$ cat src/rtl/vga_pkg.sv
// Purpose: shared timing constants, pixel geometry and port-owner encoding for the VGA fetch path.
// Latency: none (declarations only).
// Backpressure: none (declarations only).
package vga_pkg;

    // Display timing, in clocks and lines, as produced by the vga counter block.
    localparam int H_ACTIVE = 800;
    localparam int H_TOTAL  = 1040;
    localparam int V_ACTIVE = 600;
    localparam int V_TOTAL  = 666;

    // One memory word carries one group of 16 pixels at 3 bits (RGB) each.
    localparam int GRP_W    = 16;
    localparam int BPP      = 3;
    localparam int PIX_W    = GRP_W * BPP;

    // Group counts derived from the timing above.
    localparam int H_GROUPS_ACTIVE = H_ACTIVE / GRP_W;
    localparam int H_GROUPS_TOTAL  = H_TOTAL / GRP_W;

    // Who owns the frame memory port in a given cycle.
    typedef enum logic [1:0] {
        OWN_IDLE = 2'd0,
        OWN_DISP = 2'd1,
        OWN_WR   = 2'd2
    } owner_t;

    // Position of a horizontal count within its 16-clock group.
    function automatic logic [3:0] grp_phase(input logic [10:0] x);
        return x[3:0];
    endfunction

endpackage

$ cat src/rtl/vga_fetch_addr.sv
// Purpose: maps the current beam position to the memory word of the NEXT 16-pixel group, with line/frame wrap.
// Latency: purely combinational.
// Backpressure: none.
//
// Ports:
//   cnt_X, cnt_Y  current horizontal / vertical count
//   addr          {line[9:ROW_SHIFT], column[5:0]} of the next group
//   visible       next group lies inside the active picture
module vga_fetch_addr
    import vga_pkg::*;
#(
    parameter int ROW_SHIFT = 2,
    parameter int ADDR_W    = (10 - ROW_SHIFT) + 6
) (
    input  logic [10:0]       cnt_X,
    input  logic [9:0]        cnt_Y,
    output logic [ADDR_W-1:0] addr,
    output logic              visible
);

    logic [7:0] grp_next;
    logic [7:0] col;
    logic [9:0] ln;

    always_comb begin
        // Index of the group that starts after the current one. Forcing the
        // low nibble to 15 before incrementing rounds up to the next boundary.
        grp_next = 8'(({1'b0, cnt_X} | 12'h00F) + 12'd1 >> 4);

        if (grp_next == 8'(H_GROUPS_TOTAL)) begin
            // Next group is the first one of the following line.
            col = 8'd0;
            ln  = (cnt_Y == 10'(V_TOTAL - 1)) ? 10'd0 : cnt_Y + 10'd1;
        end else begin
            col = grp_next;
            ln  = cnt_Y;
        end

        visible = (col < 8'(H_GROUPS_ACTIVE)) && (ln < 10'(V_ACTIVE));
        addr    = {ln[9:ROW_SHIFT], col[5:0]};
    end

endmodule

$ cat src/rtl/vga_fetch_arb.sv
// Purpose: time-shares the single-port frame memory between display fetch and the game writer; sequences pixels.
// Latency: read issued at phase FETCH_PHASE, captured one clock later, presented at phase 0 of the next group.
// Backpressure: writer holds wr_req until wr_ack; it loses at most the one display slot per 16-clock group.
//
// Ports:
//   clk, rst            system clock, synchronous active-high reset
//   cnt_X, cnt_Y        beam position from the vga block (all sequencing derives from these)
//   pixels              48-bit word for the current 16-pixel group, stable for the whole group
//   mem_addr/we/wdata   frame memory port; mem_rdata returns one clock after the address
//   wr_req/addr/data    writer request, held until acknowledged
//   wr_ack              asserted in exactly the cycle the write is driven onto the port
module vga_fetch_arb
    import vga_pkg::*;
#(
    parameter int ROW_SHIFT   = 2,
    parameter int ADDR_W      = (10 - ROW_SHIFT) + 6,
    parameter int FETCH_PHASE = 12
) (
    input  logic              clk,
    input  logic              rst,
    input  logic [10:0]       cnt_X,
    input  logic [9:0]        cnt_Y,
    output logic [47:0]       pixels,
    output logic [ADDR_W-1:0] mem_addr,
    output logic              mem_we,
    output logic [47:0]       mem_wdata,
    input  logic [47:0]       mem_rdata,
    input  logic              wr_req,
    input  logic [ADDR_W-1:0] wr_addr,
    input  logic [47:0]       wr_data,
    output logic              wr_ack
);

    owner_t            owner;
    owner_t            owner_nxt;

    logic [ADDR_W-1:0] tgt_addr;
    logic              tgt_vis;
    logic              pre_slot;

    logic [ADDR_W-1:0] disp_addr;
    logic [ADDR_W-1:0] hold_addr;
    logic [47:0]       hold_wdata;
    logic [47:0]       shadow;
    logic              fetch_pend;
    logic              blank_pend;
    logic              rd_done;

    vga_fetch_addr #(
        .ROW_SHIFT (ROW_SHIFT),
        .ADDR_W    (ADDR_W)
    ) u_fetch_addr (
        .cnt_X   (cnt_X),
        .cnt_Y   (cnt_Y),
        .addr    (tgt_addr),
        .visible (tgt_vis)
    );

    // The cycle before the display slot: ownership for the next cycle is
    // decided here and registered, so the port mux sees a clean flop.
    assign pre_slot = (grp_phase(cnt_X) == 4'(FETCH_PHASE - 1));

    // ------------------------------------------------------------------
    // Port-owner state register
    // ------------------------------------------------------------------
    always_ff @(posedge clk) begin
        if (rst) begin
            owner <= OWN_IDLE;
        end else begin
            owner <= owner_nxt;
        end
    end

    // ------------------------------------------------------------------
    // Next owner: display only when the upcoming group is on screen;
    // an off-screen group donates its slot to the writer.
    // ------------------------------------------------------------------
    always_comb begin
        owner_nxt = OWN_WR;
        if (pre_slot && tgt_vis) begin
            owner_nxt = OWN_DISP;
        end
    end

    // ------------------------------------------------------------------
    // Port outputs. The writer is served combinationally inside its slot so
    // a held request sees its ack in the same cycle and can advance at the
    // next edge, giving back-to-back writes without duplicates.
    // ------------------------------------------------------------------
    always_comb begin
        mem_addr  = hold_addr;
        mem_we    = 1'b0;
        mem_wdata = hold_wdata;
        wr_ack    = 1'b0;
        case (owner)
            OWN_DISP: begin
                mem_addr = disp_addr;
            end
            OWN_WR: begin
                if (wr_req) begin
                    mem_addr  = wr_addr;
                    mem_we    = 1'b1;
                    mem_wdata = wr_data;
                    wr_ack    = 1'b1;
                end
            end
            default: begin
            end
        endcase
    end

    // Last driven address/data, so an idle writer slot leaves the port quiet.
    always_ff @(posedge clk) begin
        if (rst) begin
            hold_addr  <= '0;
            hold_wdata <= '0;
        end else begin
            hold_addr  <= mem_addr;
            hold_wdata <= mem_wdata;
        end
    end

    // ------------------------------------------------------------------
    // Fetch pipeline and pixel registers.
    //   phase FETCH_PHASE-1 : target latched, fetch_pend / blank_pend set
    //   phase FETCH_PHASE   : address on the port (display slot)
    //   phase FETCH_PHASE+1 : rd_done, read data captured into shadow
    //   phase 15            : shadow copied to pixels for the next group
    // ------------------------------------------------------------------
    always_ff @(posedge clk) begin
        if (rst) begin
            disp_addr  <= '0;
            fetch_pend <= 1'b0;
            blank_pend <= 1'b0;
            rd_done    <= 1'b0;
            shadow     <= '0;
            pixels     <= '0;
        end else begin
            // Only a slot actually owned by the display counts as a read, so
            // a beam jump cannot leave a stale capture armed.
            rd_done    <= fetch_pend && (owner == OWN_DISP);
            blank_pend <= pre_slot && !tgt_vis;

            if (pre_slot) begin
                disp_addr <= tgt_addr;
            end

            if (rd_done) begin
                shadow     <= mem_rdata;
                fetch_pend <= 1'b0;
            end else if (blank_pend) begin
                shadow <= '0;
            end

            if (pre_slot && tgt_vis) begin
                fetch_pend <= 1'b1;
            end

            if (grp_phase(cnt_X) == 4'hF) begin
                pixels <= shadow;
            end
        end
    end

endmodule

$ cat config.mk
export PLATFORM = sky130hd
export DESIGN_NAME = vga_fetch_arb
export DESIGN_NICKNAME = d
export VERILOG_FILES = /design/src/rtl/vga_pkg.sv /design/src/rtl/vga_fetch_addr.sv /design/src/rtl/vga_fetch_arb.sv
export SDC_FILE = /design/constraint.sdc
export NUM_CORES = 1
export LEC_CHECK = 0
export BUFFER_PORTS_ARGS = -buffer_cell sky130_fd_sc_hd__buf_4
export CORE_UTILIZATION = 53
export CTS_CLUSTER_DIAMETER = 60
export DETAILED_ROUTE_END_ITERATION = 10
export MAX_ROUTING_LAYER = met4
export PLACE_DENSITY = 0.84
export SLEW_MARGIN = 15
export SYNTH_ARGS = -nofsm -noshare
export SYNTH_HDL_FRONTEND = slang
export SYNTH_HIERARCHICAL = 1
export SYNTH_SLANG_ARGS = --single-unit
export TNS_END_PERCENT = 1
$ cat constraint.sdc
create_clock -name clk -period 2.75 [get_ports clk]
set_clock_uncertainty 0.15 [all_clocks]
set_input_delay 0.55 -clock clk [delete_from_list [all_inputs] [get_ports clk]]
set_output_delay 0.55 -clock clk [all_outputs]
set_load 0.1 [all_outputs]
# --- Word level (Yosys, flattened, before mapping) ---
# Index checks and enable logic that the tools add are counted.
word_totals:
  regBits: 177
  inputBits: 134
  out_inout_bits: 112
  elab_cells: 40
classes:
  add_sub_neg: 2
  order_cmp: 2
  eq_ne: 6
  mux: 14
  n_reduce_logical: 7
op_table:
  columns: ["cell", "count"]
  rows:
  - ["48-bit two-way mux", 4]
  - ["14-bit case mux with 2 select lines", 1]
  - ["10-bit two-way mux", 2]
  - ["14-bit two-way mux", 1]
  - ["11-bit by 1-bit adder with 12-bit output, second input constant", 1]
  - ["10-bit by 1-bit adder with 10-bit output, second input constant", 1]
  - ["10-bit equality test, second input constant", 1]
  - ["10-bit < comparator, second input constant", 1]
  - ["4-bit equality test, second input constant", 2]
  - ["8-bit by 7-bit equality test with 1-bit output, second input constant", 1]
  - ["8-bit by 6-bit < comparator with 1-bit output, second input constant", 1]
  - ["8-bit two-way mux", 1]
  - ["1-bit logical AND", 4]
  - ["1-bit two-way mux", 4]
  - ["2-bit nonzero test", 2]
  - ["2-bit by 1-bit equality test with 1-bit output, second input constant", 1]
  - ["2-bit equality test, second input constant", 1]
  - ["2-bit two-way mux", 1]
  - ["1-bit logical NOT", 1]

# --- Logic depth before layout (Yosys ltp) ---
# Gate-level depths: netlist of run 1.
logic_depth:
  depth_word: 7
  ltp_mapped: 10
  depth_no_buf: 9

# --- Cells and area by module ---
# The synthesis of run 1 kept the hierarchy.
modules_own_cells:
  columns: ["module", "n_inst", "cells_each", "area_per_inst_um2", "seq_area_each_um2"]
  rows:
  - ["vga_fetch_arb", 1, 903, 8284.2, 3543.4]
  - ["vga_fetch_addr", 1, 87, 598.1, 0.0]

# --- Worst setup path after synthesis of run 1 ---
# OpenSTA, ideal clock, no wires.
synth_path:
  kind: "reg2out"
  startpoint: "register owner[0]"
  endpoint: "output mem_addr[0]"
  arrival_time_ps: 2560
  required_ps: 2050
  setup_slack_ps: -510
  stages_incl_launch_ff: 6
  path_cell_list: "dfxtp_1 inv_1 ha_1 nand2b_1 clkbuf_1 o211ai_1"
synth_via:
  elab_chain_len: 2
  word_cells_on_any_way: 3
  cone_classes: "2 x eq/ne; 1 x mux"
synth_rtl:
  columns: ["item", "line_no", "rtl"]
  rows:
  - ["start: declaration", "vga_fetch_arb.sv:34", "owner_t owner;"]
  - ["start signal: assignment", "vga_fetch_arb.sv:70", "owner <= owner_nxt;"]
  - ["2-bit equality test / 2-bit by 1-bit equality test with 1-bit output (equally long branches)", "vga_fetch_arb.sv:95", "case (owner)"]
  - ["14-bit case mux with 2 select lines (*)", "vga_fetch_arb.sv:95", null]
  - ["end: declaration", "vga_fetch_arb.sv:24", "output logic [ADDR_W-1:0] mem_addr,"]
# Mark *: on every way between the ends. The rest lies on a longest branch, timed or not.

# --- Final worst setup path of run 1 ---
layout_path:
  startpoint: "register owner[0]"
  endpoint: "output mem_addr[4]"
# Same word-level chain as after synthesis.

==> flow_summary.toml, run 1 <==
[status]
status = "finished clean"

[clock_network]
cts-htree-levels = 4
cts_tree = "done"
cts.sinks = 177
clkTransAtPathRegs_ns = 0.07
cts_made_buffers = 17
cts_buffer_depth = 2
clock-root-buffer = "clkbuf_16"
worst_skew_pair.late_latency_ns = 0.42

[logic_synthesis]
netlist_instances = 990
yosys_most_used_dff = "dfxtp_1"
async_reset_ff_share_pct = 0
synth_area_per_cell_um2 = 8.972
yosysWarnings = 6
synth_area_um2 = 8882
seq_area_frac_synth_pct = 39.89
synth_seq_cells = 177
syn-num-nets = 1128
synth_edf_count = 0
yosysUniqueCellTypes = 58

[timing]
slew_headroom_pct = 54.34
clock.fmax_mhz = 373.6
tightestPinTransition_ns = 0.6849
setup_slack_ns = 0.07353
finalHoldWorstSlack_ns = 0.2224
final_hold_viol_count = 0
fin_crit_sh_pct = 97.33
rsz0062_at_grt = "true"
drv_slew = 0
period_minus_slack_ns = 2.676
finalSetupViolCount = 0

[setup_path]
r2r_slack_ns = 0.83
r2r.worst_path.cells = 6
required_ns = 2.05
r2r_end = "hold_addr[1]$_SDFF_PP0_"
startpoint = "owner[0]$_SDFF_PP0_"
crit_type = "flip-flop to output port"
cp_data_arrival_time_ns = 1.98
cp-end-kind = "output port"
r2r_start = "owner[0]$_SDFF_PP0_"
start_kind = "flip-flop"
path_max_fanout = 19

[floorplan]
die-area_um2 = 17280
fp.dieH_um = 131.5
die_x_um = 131.5
rows = 46
core_area_um2 = 16120
io_pins = 246
start_util_pct = 55.12

[min_path]
hold_start = "mem_rdata[18]"
min_to = "shadow[18]$_SDFFE_PP0P_"
hold_depth = 3
hold_path_class = "input pin to flip-flop"

[placed_design]
place_hpwl_um = 14530
gp_congestion = 0.8307
place_ws_ns = 0.007018
io_buffer_count = 245

[global_routing]
grt_pass1_wl_um = 34670
grt_pass1_vias = 6963
grtUsageTotal_pct = 25.30
grt_max_degree = 119
antenna_found_initial = 1
overflow = 0

[power_and_ir_drop]
peakVddDrop_mv = 0.4128
power_density_nw_per_um2 = 546.6
p_sw_uw = 1851
intPower_uw = 4442
power_frac_seq_pct = 41.7
sw_frac_of_total_pct = 29.41
p_leak_uw = 0.004672
power_frac_clock_pct = 39.6
p_comb_share_pct = 18.7

[job]
max-cap-violations = 0

[finish]
syn_to_final_growth_pct = 29.62
layout.cells.most_common = "buf_4"
most-common-layout-cells = "buf_4, dfxtp_1, nand2b_1, nand2_1, a21oi_1"
nFillCells = 1285
multi_input_area_um2 = 4881
num-nets-final = 1320
drive_gt1_share_pct = 32.91
regArea_um2 = 3547

[drt]
ant_nets = 0
vias = 7631
drtIter0Drc = 351
drt-pass1-iter-count = 5
wire_per_inst_um = 15.40
wirelength_um = 21740
via_per_inst = 5.408
drt_drc_violations_left = 0
[power groups by stage]
stage / combinational, uW / sequential, uW / clock (uW)
final: 1180 / 2620 / 2490
after global routing: 1230 / 2630 / 2650
after CTS: 1150 / 2620 / 2550
after detailed placement: 1140 / 2680 / 0
after global placement: 1140 / 2680 / 0
after floorplan: 825 / 2680 / 0
[final cells by class]
class | instances | share of cell area [%]
Clock buffer | 17 | 3.695
Inverter | 10 | 0.3260
Sequential cell | 177 | 30.81
Clock inverter | 14 | 1.543
Multi-Input combinational cell | 710 | 42.39
Tap cell | 216 | 2.347
Timing Repair Buffer | 266 | 18.87
Antenna cell | 1 | 0.02173
[how the worst max path moves through the flow]
stage / to / slack (ns)
floorplan: mem_addr[0] / -0.28
global placement: fetch_pend$_SDFFE_PP0P_ / 0.05
detailed placement: fetch_pend$_SDFFE_PP0P_ / 0.007
CTS: mem_addr[4] / 0.003
global route: mem_wdata[30] / -0.01
finish: mem_addr[4] / 0.07
[kinds of logic (layout without fill, tap and decap cells)]
group,after synthesis,in the layout,share of synthesized area (%)
compound gates,201,201,16.30
other cells,0,1,0
fa+ha+maj,4,4,0.5635
simple gates,420,420,28.24
mux,77,77,8.691
flops,177,177,39.89
xor+xnor,8,8,0.8734
buf+inv,103,307,5.437
[state kept, by name, indices dropped and copies added (netlist names)]
signal	count
hold_wdata	48
pixels	48
shadow	48
disp_addr	14
hold_addr	14
owner	2
blank_pend	1
fetch_pend	1
rd_done	1
[per-layer routing]
layer,track usage (%),part of all wire (%),wire (um)
met5,-,0,0
met2,40.06,48,10410
met3,7.755,7.2,1559
met1,31.04,44,9496
met4,6.977,1.2,271
[synth_stat cells, types with 2 or more instances]
library cell | instances | area share, %
dfxtp_1 | 177 | 40
buf_2 | 28 | 1.6
inv_1 | 10 | 0.42
buf_1 | 10 | 0.42
a21oi_1 | 100 | 5.6
nand2b_1 | 126 | 8.9
clkbuf_1 | 44 | 1.9
nor2_1 | 11 | 0.46
nor3_1 | 3 | 0.17
buf_6 | 6 | 0.76
and3_1 | 3 | 0.21
o211ai_1 | 19 | 1.6
nand3b_1 | 28 | 2.4
a21bo_2 | 48 | 5.4
nand2_1 | 115 | 4.9
ha_1 | 4 | 0.56
mux2i_1 | 76 | 8.6
nand4bb_1 | 4 | 0.51
a31oi_1 | 3 | 0.21
xnor2_1 | 4 | 0.39
xor2_1 | 3 | 0.30
o31a_2 | 2 | 0.23
nand4b_1 | 2 | 0.20
o31ai_1 | 3 | 0.25
o32ai_1 | 2 | 0.20
nand3_1 | 55 | 3.1
o211ai_2 | 10 | 1.4
buf_4 | 4 | 0.34
or4bb_1 | 10 | 1.3
or3b_2 | 21 | 2.1
or3b_1 | 28 | 2.8
o21ai_0 | 5 | 0.28
[metrics by stage]
step           utilization (%)  instance area (um^2)  setup TNS [ns]  std cells  power, uW
3_3_place_gp             66.92                 10780               0       1377       3816
6_report                 71.44                 11510               0       1411       6293
5_1_grt                  71.44                 11510        -0.04290       1411       6506
4_1_cts                  70.80                 11410               0       1409       6322
3_5_place_dp             66.92                 10780               0       1377       3827
2_1_floorplan                -                  8939          -3.822        990       3501
[what timing repair did]
action                                  in CTS  in global routing
endpoints found under the setup margin      38                 30
setup buffers                                1                  1
hold buffers                                 0                  0
pin swaps                                    0                  1
gates resized for setup                      3                 23
[worst max-delay path, stage by stage, from the launching register on]
cell and delay [ns]:
dfxtp_2 0.35, inv_2 0.05, ha_4 0.31, nand2b_4 0.25
o211ai_1 0.32, buf_6 0.28
(Power assumes the default switching activity.)
==> run 2, diff against run 1 <==
--- a/config.mk
+++ b/config.mk
@@ -6,7 +6,7 @@
 export NUM_CORES = 1
 export LEC_CHECK = 0
 export BUFFER_PORTS_ARGS = -buffer_cell sky130_fd_sc_hd__buf_4
-export CORE_UTILIZATION = 53
+export CORE_UTILIZATION = 51
 export CTS_CLUSTER_DIAMETER = 60
 export DETAILED_ROUTE_END_ITERATION = 10
 export MAX_ROUTING_LAYER = met4
@@ -14,6 +14,5 @@
 export SLEW_MARGIN = 15
 export SYNTH_ARGS = -nofsm -noshare
 export SYNTH_HDL_FRONTEND = slang
-export SYNTH_HIERARCHICAL = 1
 export SYNTH_SLANG_ARGS = --single-unit
 export TNS_END_PERCENT = 1
==> flow_summary.toml, run 2 <==
[clock_network]
cts.sinks = 177
cts_made_buffers = 17
cts_tree = "done"
clkTransAtPathRegs_ns = 0.06
clock-root-buffer = "clkbuf_16"
cts-htree-levels = 4
cts_hold_buf = 0
cts_buffer_depth = 2
worst_skew_pair.late_latency_ns = 0.42

[power_and_ir_drop]
p_sw_uw = 1790
totalPowerFinal_uw = 6055
sw_frac_of_total_pct = 29.56
p_leak_uw = 0.004198
power_frac_seq_pct = 43.4
intPower_uw = 4265
power_density_nw_per_um2 = 602.4
peakVddDrop_mv = 0.3807
p_comb_share_pct = 18.5
power_frac_clock_pct = 38.1

[logic_synthesis]
ys_top_cells_by_count = "dfxtp_1, nand2_1, a21oi_1"
netlist_instances = 865
yosysMostFrequentCell = "dfxtp_1"
syn-num-nets = 1003
async_reset_ff_share_pct = 0
yosys.area.top_type_share_pct = 47.75
yosys_most_used_dff = "dfxtp_1"
yosysUniqueCellTypes = 51
yosysWarnings = 0
synth_seq_cells = 177
netlist_top_cells_area = "dfxtp_1, a21oi_1, mux2_2, nand2_1, nor2b_1"
seq_area_frac_synth_pct = 47.75
synth_area_per_cell_um2 = 8.579
synth_edf_count = 0
synth_area_um2 = 7421
yosysTopAreaCell = "dfxtp_1"

[drt]
vias = 6725
wirelength_um = 20090
wl_met3_um = 1724
via_per_inst = 5.270
wire_per_inst_um = 15.74
drtIter0Drc = 428
top_layer = "met4"
ant_nets = 0
drt_drc_violations_left = 0
drt-pass1-iter-count = 7
dr_wl_met2_um = 9586
wl_met1_um = 8275

[placed_design]
placedCellCount = 1241
io_buffer_count = 245
gp_congestion = 0.9306
place_ws_ns = -0.1470
place_hpwl_um = 13400

[timing]
finalSetupViolCount = 0
fin_crit_sh_pct = 96.80
finalHoldWorstSlack_ns = 0.2112
clock.fmax_mhz = 375.7
slew_headroom_pct = 60.54
drv_slew = 0
period_minus_slack_ns = 2.662
tightestPinTransition_ns = 0.5919
final_hold_viol_count = 0
setup_slack_ns = 0.08811

[finish]
most-common-layout-cells = "buf_4, dfxtp_1, nand2_1, a21oi_1, nor2_1"
num-nets-final = 1221
drive_gt1_share_pct = 33.49
layout.cells.most_common = "buf_4"
layout_top_registers = "hold_wdata x48, pixels x48, shadow x48"
stdcell_count = 1276
diodes = 0
fin_util_pct = 71.58
syn_to_final_growth_pct = 35.44

[global_routing]
antenna_found_initial = 0
grt_pass1_vias = 6216
grt_max_degree = 98
grt_pass1_wl_um = 30280
overflow = 0
grtUsageTotal_pct = 26.74

[setup_path]
start_kind = "flip-flop"
path_max_fanout = 5
cp_top_family = "compound AO/OA/AOI/OAI gates"
crit_type = "flip-flop to output port"
critPathSlowestCell = "a221o_1"
cp_slowest_stage_delay_ns = 0.37
cp_data_arrival_time_ns = 1.96
startpoint = "owner[0]$_SDFF_PP0_"
required_ns = 2.05
path_buf_inv = 3
cp-end-kind = "output port"
r2r_start = "owner[0]$_SDFF_PP0_"
worstPathCellList = "inv_2 -> ha_4 -> nor2b_4 -> buf_4 -> nand2_2 -> o21ai_1 -> a221o_1 -> buf_12"

[min_path]
hold_start = "mem_rdata[40]"
hold_path_class = "input pin to flip-flop"

[floorplan]
io_pins = 246
core_area_um2 = 14040
start_util_pct = 52.85
rows = 43
die_x_um = 122.6
die-area_um2 = 15040
fp.dieH_um = 122.6

[job]
max-cap-violations = 0

[status]
status = "finished clean"
-- run 2: cell count changes in the layout (fill, tap and decap cells not counted), sizes merged, moves of 16 or more --
cell / change
nor2b: +63
nand2b: -122
nand3: -50
a21bo: -48
or3b: -49
nor2: +72
o211ai: -28
mux2: +47
nor3b: +48
mux2i: -74
nand2: +23
o21ai: +16
nand3b: -27
-- run 2: cell families (layout without fill, tap and decap cells) --
kind of cell	count (synthesis)	count (layout)	share of synthesized area [%]
compound gates	170	170	13.51
xor+xnor	6	6	0.7081
fa+ha+maj	4	4	0.6744
buf+inv	88	319	4.923
flops	177	177	47.75
mux	50	50	7.554
simple gates	370	370	24.89
-- run 2: worst paths after layout --
check,end,slack (ns),cells past startpoint
worst max-delay path,mem_addr[9],0.09,8
worst min-delay path,shadow[40]$_SDFFE_PP0P_,0.21,3
worst max register to register,hold_addr[9]$_SDFF_PP0_,0.86,9
worst min register to register,pixels[16]$_SDFFE_PP0N_,0.29,2
-- run 2: stage by stage --
step | instance area [um^2] | TNS, ns
4_1_cts | 10000 | 0
3_3_place_gp | 9387 | -0.5833
5_1_grt | 10050 | -0.002686
6_report | 10050 | 0
3_5_place_dp | 9387 | -1.453
2_1_floorplan | 7431 | -0.4646
-- run 2: power groups by stage --
stage / Sequential, uW / Combinational [uW] / Clock (uW)
2_1_floorplan: 2680 / 774 / 0
3_3_place_gp: 2680 / 1090 / 0
5_1_grt: 2630 / 1170 / 2450
6_report: 2630 / 1120 / 2310
3_5_place_dp: 2680 / 1100 / 0
4_1_cts: 2630 / 1110 / 2340
-- run 2: repair_timing --
item / CTS / global route
pin swaps: 0 / 3
setup endpoints to repair: 14 / 40
buffers inserted: 2 / 1
gates resized for setup: 8 / 15
-- run 2: worst reg2reg max path: stages (launching register included) --
cell and delay [ns]:
dfxtp_2 0.34, inv_2 0.05, ha_4 0.28, nor2b_4 0.04
buf_4 0.15, nand2_2 0.07, o21ai_1 0.07, a221o_1 0.37
buf_4 0.15, nor2b_1 0.12
-- run 2: layout make-up --
| cell class | count | area (um^2) |
|---|---|---|
| repair buffers | 266 | 2090 |
| multi-input cells | 600 | 3547 |
| well taps | 180 | 225.2 |
| fillers | 1103 | 3991 |
| clock inverters | 13 | 107.6 |
| flip-flops and latches | 177 | 3546 |
| clock buffers | 19 | 452.9 |
| inverters | 21 | 82.58 |
-- run 2: layer usage --
metal,up-vias,global-route usage (%)
met2,262,43.75
met4,0,10.29
met3,36,7.528
met1,3080,30.97
li1,3347,-
met5,-,-
==> run 3, diff against run 2 <==
--- a/config.mk
+++ b/config.mk
@@ -6,6 +6,7 @@
 export NUM_CORES = 1
 export LEC_CHECK = 0
 export BUFFER_PORTS_ARGS = -buffer_cell sky130_fd_sc_hd__buf_4
+export CORE_ASPECT_RATIO = 0.9
 export CORE_UTILIZATION = 51
 export CTS_CLUSTER_DIAMETER = 60
 export DETAILED_ROUTE_END_ITERATION = 10
==> flow_summary.toml, run 3 (synthesis results as in run 2) <==
[setup_path]
path_buf_inv = 3
cp-end-kind = "output port"
worstPathCellList = "inv_1 -> ha_4 -> nor2b_4 -> buf_12 -> nand2_2 -> o21ai_2 -> a221o_1 -> buf_12"
required_ns = 2.05
cp_data_arrival_time_ns = 1.98
crit_type = "flip-flop to output port"
critPathSlowestCell = "a221o_1"
path_max_fanout = 14
cp_top_family = "compound AO/OA/AOI/OAI gates"
start_kind = "flip-flop"
r2r_start = "owner[0]$_SDFF_PP0_"
crit_top_cell = "buf_12"
startpoint = "owner[0]$_SDFF_PP0_"
cp_slowest_stage_delay_ns = 0.39

[drt]
ant_nets = 0
drtIter0Drc = 522
via_per_inst = 5.186
drt-pass1-iter-count = 5
vias = 6675
wirelength_um = 20530
drt_drc_violations_left = 0
wire_per_inst_um = 15.95

[placed_design]
gp_congestion = 0.8573
io_buffer_count = 245
place_hpwl_um = 13480
placed_area_um2 = 9415

[global_routing]
grt_pass1_vias = 6106
antenna_found_initial = 0
grtUsageTotal_pct = 26.75
grt_max_degree = 57
overflow = 0
grt_pass1_wl_um = 30180

[floorplan]
die-area_um2 = 15040
start_util_pct = 52.60
io_pins = 246
core_area_um2 = 14110
die_x_um = 129.2
rows = 41
fp.dieH_um = 116.4

[finish]
diodes = 0
layout_top_registers = "hold_wdata x48, pixels x48, shadow x48"
nFillCells = 1072
drive_gt1_share_pct = 33.18
most-common-layout-cells = "buf_4, dfxtp_1, nand2_1, a21oi_1, nor2_1"
final_cell_area_um2 = 10130
syn_to_final_growth_pct = 36.47
layout.cells.most_common = "buf_4"
fin_util_pct = 71.79
num-nets-final = 1220

[clock_network]
worst_skew_pair.late_latency_ns = 0.41
cts-htree-levels = 4
cts_made_buffers = 17
cts_tree = "done"
clkTransAtPathRegs_ns = 0.07
cts.sinks = 177
cts_buffer_depth = 2
clock-root-buffer = "clkbuf_16"

[power_and_ir_drop]
p_leak_uw = 0.004205
power_density_nw_per_um2 = 614.8
peakVddDrop_mv = 0.5832

[timing]
period_minus_slack_ns = 2.676
drv_slew = 0
final_hold_viol_count = 0
finalSetupViolCount = 0
clock.fmax_mhz = 373.8
fin_crit_sh_pct = 97.29
tns_ns = 0
tightestPinTransition_ns = 0.6154
slew_headroom_pct = 58.98

[min_path]
hold_path_class = "input pin to flip-flop"
hold_start = "mem_rdata[38]"

[status]
status = "finished clean"

[job]
max-cap-violations = 0
run 3: changes by cell type in the layout (fill, tap and decap cells not counted), sizes merged:
cell,before,now
clkinvlp,2,3
clkbuf,19,20
bufinv,1,3
buf,266,265
inv,24,23
clkinv,7,3
run 3: tightest hold or removal path: cells and delay by family:
kind	cells	cell delay (ns)
buffers and inverters	1	0.08
AOI/OAI and AO/OA	1	0.05
and+or+nand+nor	1	0.07
run 3: layer usage:
layer	track usage (%)	vias to the layer above	share of wire (%)
met5	-	-	0
met4	9.098	0	2.0
met3	9.162	22	8.9
met2	44.16	251	48
met1	30.31	3054	41
li1	-	3348	-
run 3: cell type report:
cell class	count	area, um^2	area share, %
Inverter	21	82.58	0.8154
Sequential cell	177	3546	35.01
Multi-Input combinational cell	600	3551	35.06
Timing Repair Buffer	265	2106	20.79
Clock inverter	11	153.9	1.520
Tap cell	193	241.5	2.384
Clock buffer	20	446.7	4.411
run 3: power breakdown:
part	switching (uW)	internal [uW]	total, uW
combinational	771	357	1130
sequential	17.5	2610	2630
clock	1010	1460	2470
run 3: path summary, 6_finish.rpt:
check / to / slack, ns / depth (start not counted)
min reg2reg: pixels[47]$_SDFFE_PP0N_ / 0.29 / 2
max: mem_addr[12] / 0.07 / 8
max reg2reg: hold_addr[12]$_SDFF_PP0_ / 0.97 / 8
min: shadow[38]$_SDFFE_PP0P_ / 0.21 / 3
run 3: stage by stage:
stage	instances	worst slack (ns)	hold WS [ns]	total power, uW
2_1_floorplan	865	-0.04650	0.2749	3453
3_3_place_gp	1254	-0.03173	0.2825	3769
3_5_place_dp	1254	-0.07602	0.2869	3780
4_1_cts	1286	-0.01591	0.1944	6250
5_1_grt	1287	-0.003276	0.1959	6420
6_report	1287	0.07441	0.2116	6226
run 3: timing repair:
| action | CTS | global route |
|---|---|---|
| cloned | 0 | 0 |
| endpoints found under the setup margin | 14 | 62 |
| resized for setup | 12 | 10 |
| setup buffers | 1 | 1 |
| pin swaps | 0 | 2 |
| hold buffers | 0 | 0 |
